<file path="config.mk">
export PLATFORM = sky130hd
export DESIGN_NAME = id_ex_operand_stage
export DESIGN_NICKNAME = d
export VERILOG_FILES = /design/src/rtl/mips_pkg.sv /design/src/rtl/forwarding_unit.sv /design/src/rtl/id_ex_operand_stage.sv
export SDC_FILE = /design/constraint.sdc
export NUM_CORES = 1
export LEC_CHECK = 0
export ABC_CLOCK_PERIOD_IN_PS = 7900
export CAP_MARGIN = 10
export CORE_MARGIN = 2
export CORE_UTILIZATION = 45
export DETAILED_ROUTE_END_ITERATION = 12
export PLACE_DENSITY = 0.85
export SLEW_MARGIN = 20
export SYNTH_ARGS = -nofsm -noshare
export SYNTH_HDL_FRONTEND = slang
export SYNTH_SLANG_ARGS = --single-unit
</file>
<file path="constraint.sdc">
create_clock -name clk -period 7.9 [get_ports clk]
set_input_delay 1.58 -clock clk [delete_from_list [all_inputs] [get_ports clk]]
set_output_delay 1.58 -clock clk [all_outputs]
set_load 0.02 [all_outputs]
</file>
<file path="src/rtl/mips_pkg.sv">
// Shared MIPS pipeline constants.
// ALU operation codes and the hard-wired zero register.
package mips_pkg;

  localparam logic [3:0] ALU_AND  = 4'b0000;
  localparam logic [3:0] ALU_OR   = 4'b0001;
  localparam logic [3:0] ALU_ADD  = 4'b0010;
  localparam logic [3:0] ALU_ADDU = 4'b0011;
  localparam logic [3:0] ALU_SUBU = 4'b0100;
  localparam logic [3:0] ALU_SUB  = 4'b0110;
  localparam logic [3:0] ALU_SLT  = 4'b0111;
  localparam logic [3:0] ALU_SLL  = 4'b1000;
  localparam logic [3:0] ALU_SLTU = 4'b1001;
  localparam logic [3:0] ALU_SRL  = 4'b1010;
  localparam logic [3:0] ALU_SRA  = 4'b1011;
  localparam logic [3:0] ALU_NOR  = 4'b1100;
  localparam logic [3:0] ALU_XOR  = 4'b1101;

  localparam logic [4:0] REG_ZERO = 5'd0;

endpackage

</file>
<file path="src/rtl/forwarding_unit.sv">
// Operand bypass select for one source register.
// EX/MEM beats MEM/WB; register zero always reads the file.
module forwarding_unit
  import mips_pkg::*;
#(
  parameter int DATA_W = 32,
  parameter int REG_AW = 5
) (
  input  logic [REG_AW-1:0] src,
  input  logic [DATA_W-1:0] reg_data,
  input  logic              exm_reg_write,
  input  logic [REG_AW-1:0] exm_wreg,
  input  logic [DATA_W-1:0] exm_result,
  input  logic              wb_reg_write,
  input  logic [REG_AW-1:0] wb_wreg,
  input  logic [DATA_W-1:0] wb_data,
  output logic [DATA_W-1:0] fwd_data
);

  localparam logic [REG_AW-1:0] ZERO = REG_AW'(REG_ZERO);

  logic hit_exm;
  logic hit_wb;

  assign hit_exm = exm_reg_write &&
                   (exm_wreg != ZERO) &&
                   (exm_wreg == src);
  assign hit_wb  = wb_reg_write &&
                   (wb_wreg != ZERO) &&
                   (wb_wreg == src);

  // pick the youngest in-flight producer
  always_comb begin
    fwd_data = reg_data;
    if (hit_exm)
      fwd_data = exm_result;
    else if (hit_wb)
      fwd_data = wb_data;
  end

endmodule

</file>
<file path="src/rtl/id_ex_operand_stage.sv">
// ID/EX register with operand forwarding.
// Also raises load-use stalls toward the front end.
module id_ex_operand_stage
  import mips_pkg::*;
#(
  parameter int DATA_W = 32,
  parameter int REG_AW = 5
) (
  input  logic              clk,
  input  logic              reset,
  input  logic              stall_in,
  input  logic              flush_in,
  input  logic [DATA_W-1:0] id_rs_data,
  input  logic [DATA_W-1:0] id_rt_data,
  input  logic [DATA_W-1:0] id_imm,
  input  logic [4:0]        id_shamt,
  input  logic [REG_AW-1:0] id_rs,
  input  logic [REG_AW-1:0] id_rt,
  input  logic [REG_AW-1:0] id_rd,
  input  logic              id_uses_rt,
  input  logic [3:0]        id_alu_control,
  input  logic              id_alu_src,
  input  logic              id_shift_imm,
  input  logic              id_shift_var,
  input  logic              id_reg_dst,
  input  logic              id_reg_write,
  input  logic              id_mem_read,
  input  logic              id_mem_write,
  input  logic              id_mem_to_reg,
  input  logic              exm_reg_write,
  input  logic [REG_AW-1:0] exm_wreg,
  input  logic [DATA_W-1:0] exm_result,
  input  logic              wb_reg_write,
  input  logic [REG_AW-1:0] wb_wreg,
  input  logic [DATA_W-1:0] wb_data,
  output logic [DATA_W-1:0] alu_a,
  output logic [DATA_W-1:0] alu_b,
  output logic [3:0]        alu_control,
  output logic [DATA_W-1:0] store_data,
  output logic [REG_AW-1:0] ex_wreg,
  output logic              ex_reg_write,
  output logic              ex_mem_read,
  output logic              ex_mem_write,
  output logic              ex_mem_to_reg,
  output logic              load_use_hazard
);

  localparam logic [REG_AW-1:0] ZERO = REG_AW'(REG_ZERO);

  typedef struct packed {
    logic [DATA_W-1:0] rs_data;
    logic [DATA_W-1:0] rt_data;
    logic [DATA_W-1:0] imm;
    logic [4:0]        shamt;
    logic [REG_AW-1:0] rs;
    logic [REG_AW-1:0] rt;
    logic [REG_AW-1:0] wreg;
    logic [3:0]        alu_control;
    logic              alu_src;
    logic              shift_imm;
    logic              shift_var;
    logic              reg_write;
    logic              mem_read;
    logic              mem_write;
    logic              mem_to_reg;
  } id_ex_t;

  id_ex_t q;
  id_ex_t d;
  id_ex_t bubble;

  logic [DATA_W-1:0] rs_fwd;
  logic [DATA_W-1:0] rt_fwd;

  // bubble is an inert add with no side effects
  always_comb begin
    bubble             = '0;
    bubble.alu_control = ALU_ADD;
  end

  // pack the decoded fields for capture
  always_comb begin
    d             = '0;
    d.rs_data     = id_rs_data;
    d.rt_data     = id_rt_data;
    d.imm         = id_imm;
    d.shamt       = id_shamt;
    d.rs          = id_rs;
    d.rt          = id_rt;
    d.wreg        = id_reg_dst ? id_rd : id_rt;
    d.alu_control = id_alu_control;
    d.alu_src     = id_alu_src;
    d.shift_imm   = id_shift_imm;
    d.shift_var   = id_shift_var;
    d.reg_write   = id_reg_write;
    d.mem_read    = id_mem_read;
    d.mem_write   = id_mem_write;
    d.mem_to_reg  = id_mem_to_reg;
  end

  // load-use: the loaded rt is needed by the instruction in ID
  always_comb begin
    load_use_hazard = 1'b0;
    if (!reset && q.mem_read && (q.rt != ZERO))
      load_use_hazard = (id_rs == q.rt) ||
                        (id_uses_rt && (id_rt == q.rt));
  end

  // pipeline register: reset, flush, stall, hazard, load
  always_ff @(posedge clk) begin
    if (reset)
      q <= bubble;
    else if (flush_in)
      q <= bubble;
    else if (stall_in)
      q <= q;
    else if (load_use_hazard)
      q <= bubble;
    else
      q <= d;
  end

  forwarding_unit #(
    .DATA_W(DATA_W),
    .REG_AW(REG_AW)
  ) u_fwd_rs (
    .src           (q.rs),
    .reg_data      (q.rs_data),
    .exm_reg_write (exm_reg_write),
    .exm_wreg      (exm_wreg),
    .exm_result    (exm_result),
    .wb_reg_write  (wb_reg_write),
    .wb_wreg       (wb_wreg),
    .wb_data       (wb_data),
    .fwd_data      (rs_fwd)
  );

  forwarding_unit #(
    .DATA_W(DATA_W),
    .REG_AW(REG_AW)
  ) u_fwd_rt (
    .src           (q.rt),
    .reg_data      (q.rt_data),
    .exm_reg_write (exm_reg_write),
    .exm_wreg      (exm_wreg),
    .exm_result    (exm_result),
    .wb_reg_write  (wb_reg_write),
    .wb_wreg       (wb_wreg),
    .wb_data       (wb_data),
    .fwd_data      (rt_fwd)
  );

  // operand muxes in front of the ALU
  always_comb begin
    alu_a = rs_fwd;
    if (q.shift_imm)
      alu_a = {{(DATA_W-5){1'b0}}, q.shamt};
    else if (q.shift_var)
      alu_a = {{(DATA_W-5){1'b0}}, rs_fwd[4:0]};
    alu_b = q.alu_src ? q.imm : rt_fwd;
  end

  assign store_data    = rt_fwd;
  assign alu_control   = q.alu_control;
  assign ex_wreg       = q.wreg;
  assign ex_reg_write  = q.reg_write;
  assign ex_mem_read   = q.mem_read;
  assign ex_mem_write  = q.mem_write;
  assign ex_mem_to_reg = q.mem_to_reg;

endmodule

</file>
==> impl_metrics.yaml <==
run_status:
  outcome: "complete, no violations"
final_layout:
  diodes: 0
  drive_above_1_share: 0.0896
  area_delta_synth_final_pct: 57.0
  nets: 1201
  final_common_cell: "clkdlybuf4s50_1"
  regMostFlops: "q"
  largest_reg_flops: 114
  final_cell_mix: "clkdlybuf4s50_1 (318), a22o_1 (126), dfxtp_1 (126), nand2_1 (59), a31oi_1 (57)"
  fillers: 1056
setup_path:
  r2r-end: "q[87]"
  slowest_stage: "or2_2"
  cp-end-kind: "primary output"
  crit_top_cell: "clkdlybuf4s50_1"
  critical_path.endpoint: "alu_b[27]"
  crit_family: "buffers and inverters"
  startpoint: "exm_wreg[0]"
  critical_path_required_ns: 6.32
  critical_path_depth: 8
  cp_cell_sequence: "clkdlybuf4s50_1 -> or4_1 -> o211ai_1 -> buf_4 -> or2_2 -> a31oi_1 -> mux2_2 -> clkdlybuf4s50_1"
  critPathBufInv: 3
  r2r_setup_slack_ns: 5.30
  cp-start-kind: "input pin"
  crit_fanout: 32
  slowest_delay_ns: 0.76
  r2r_start: "q[18]"
  r2r_cells: 6
  cp.arrival_ns: 5.14
  crit_type: "input pin to primary output"
timing:
  period_share: 0.851
  rsz0062_at_grt: "false"
  fin_ws_ns: 1.18
  hold_viol: 0
  worst_pin_slew_ns: 1.10
  setup_violations: 0
  skew_ns: 0.00520
  drv_slew: 0
  fin_tns_setup_ns: 0
  min_period_ns: 6.72
  slew_headroom: 0.264
  fmax_mhz: 149
power_and_ir_drop:
  powerDensity_mw_per_mm2: 181
  leakagePower_nw: 3.66
  peakVddDrop_v: 0.000147
synthesis:
  avgSynthCellArea_um2: 8.93
  synth_cells: 743
  ys_seq_area_frac: 0.383
  yosysTopAreaCell: "dfxtp_1"
  synth_top_cell_area_share: 0.383
  ys_ff_latch: 127
  ys_types: 36
  synthTopCellsByArea: "dfxtp_1 (38%), a22o_1 (17%), mux2_2 (5.9%), a31oi_1 (5.4%), clkbuf_1 (4.6%)"
  postSynthNetCount: 952
  synthesis.area_mm2: 0.00664
  yosysWarnings: 0
route:
  drt_iter0_markers: 767
  vias: 7562
  drc: 0
  wl_per_cell_um: 22.8
  dr.pass1.iters: 5
  routed_via_density: 6.36
  drt_wl_total_um: 27100
  ant_nets: 0
clocking:
  hold_buffers: 0
  post_cts_buffers: 0
  cts_resized: 0
  cts_tree: "done"
  clockBufferDepth: 2
  cts_buffers: 17
  cts_root_buffer: "clkbuf_16"
  clkLatencyLatePin_ns: 0.41
  htreeDepth: 4
  cts.clk_slew.worst_paths_ns: 0.06
  clock_sinks: 127
grt:
  grt_pass1_vias: 7375
  grt_max_degree: 74
  grt.busiest_layer: "met2"
  met3_usage: 0.0877
  grt_use_met2: 0.548
  met1_usage: 0.404
  grt_usage: 0.332
  grt_pass1_wl_um: 41300
  grt-ovfl-total: 0
  antenna_found_initial: 0
placement:
  hpwl_um: 17800
  preCtsSetupSlack_ns: 1.30
  gp_congestion: 0.922
  portBuffers: 318
floorplanning:
  dieWidth_um: 125
  dieArea_mm2: 0.0157
  die_h_um: 125
  std_cell_rows: 44
  coreArea_mm2: 0.0145
  initial_utilization: 0.458
  top_level_ports: 319
worst_hold_path:
  hold_path.class: "flop to flop"
run:
  drv_cap: 0
power breakdown:
group / internal (mW) / switching (mW)
Combinational: 0.195 / 0.171
Clock: 0.551 / 0.286
Sequential: 0.663 / 0.0182
Total: 1.41 / 0.476
stage by stage:
stage,std cells,total power [mW],util,area (um^2),hold slack (ns)
3_5_place_dp,1157,1.05,0.675,9770,0.454
3_3_place_gp,1157,1.05,0.675,9770,0.453
6_report,1189,1.88,0.720,10400,0.470
5_1_grt,1189,1.95,0.720,10400,0.483
2_1_floorplan,743,0.845,-,6640,0.434
4_1_cts,1189,1.89,0.719,10400,0.471
worst min path at each step:
stage                              from       endpoint  slack [ns]  cells past startpoint
after floorplan                   q[29]          q[29]        0.43                      1
after global routing              q[30]          q[30]        0.48                      1
after global placement            q[48]          q[48]        0.45                      1
final                             q[31]          q[31]        0.47                      1
after detailed placement  ex_mem_to_reg  ex_mem_to_reg        0.45                      1
after CTS                         q[31]          q[31]        0.47                      1
kinds of logic after synthesis:
group	share of synthesized area
AOI/OAI and AO/OA	0.306
xor gates and xnor gates	0.0369
buffers and inverters	0.0660
DFF	0.383
muxes	0.0669
and+or+nand+nor	0.141
routing by layer:
layer  vias up  routed length (um)
li1       3393                   -
met4         0                1170
met1      3561               10400
met5         -                   0
met3        94                2570
met2       514               13000
cell type report:
type / instances / area [um^2] / area share
Clock inverter: 11 / 161 / 0.0155
Clock buffer: 21 / 470 / 0.0451
Timing Repair Buffer: 329 / 3270 / 0.313
Sequential cell: 127 / 2540 / 0.244
Multi-Input combinational cell: 510 / 3720 / 0.357
Inverter: 7 / 26.3 / 0.00252
Tap cell: 184 / 230 / 0.0221
synthesized netlist by cell type, drive strengths merged:
library cell    n
inv             7
a2111oi         1
a22o          126
or2             2
a221o           1
nand2          59
nand2b          1
o22ai           1
or4            35
o221a           1
clkbuf         82
o31ai           3
o21ai          27
o211ai          2
dfxtp         127
nor3b           2
nor2b           2
xnor2          24
nor2           10
o221ai          1
mux2i           5
mux2           35
o2111ai         1
and2            2
a21oi           2
a221oi          6
nor3           34
and3            2
nand4           3
a31oi          57
o41ai          30
xor2            4
nand3          31
buf            17
Note: power is estimated with default switching activity, not from simulation.
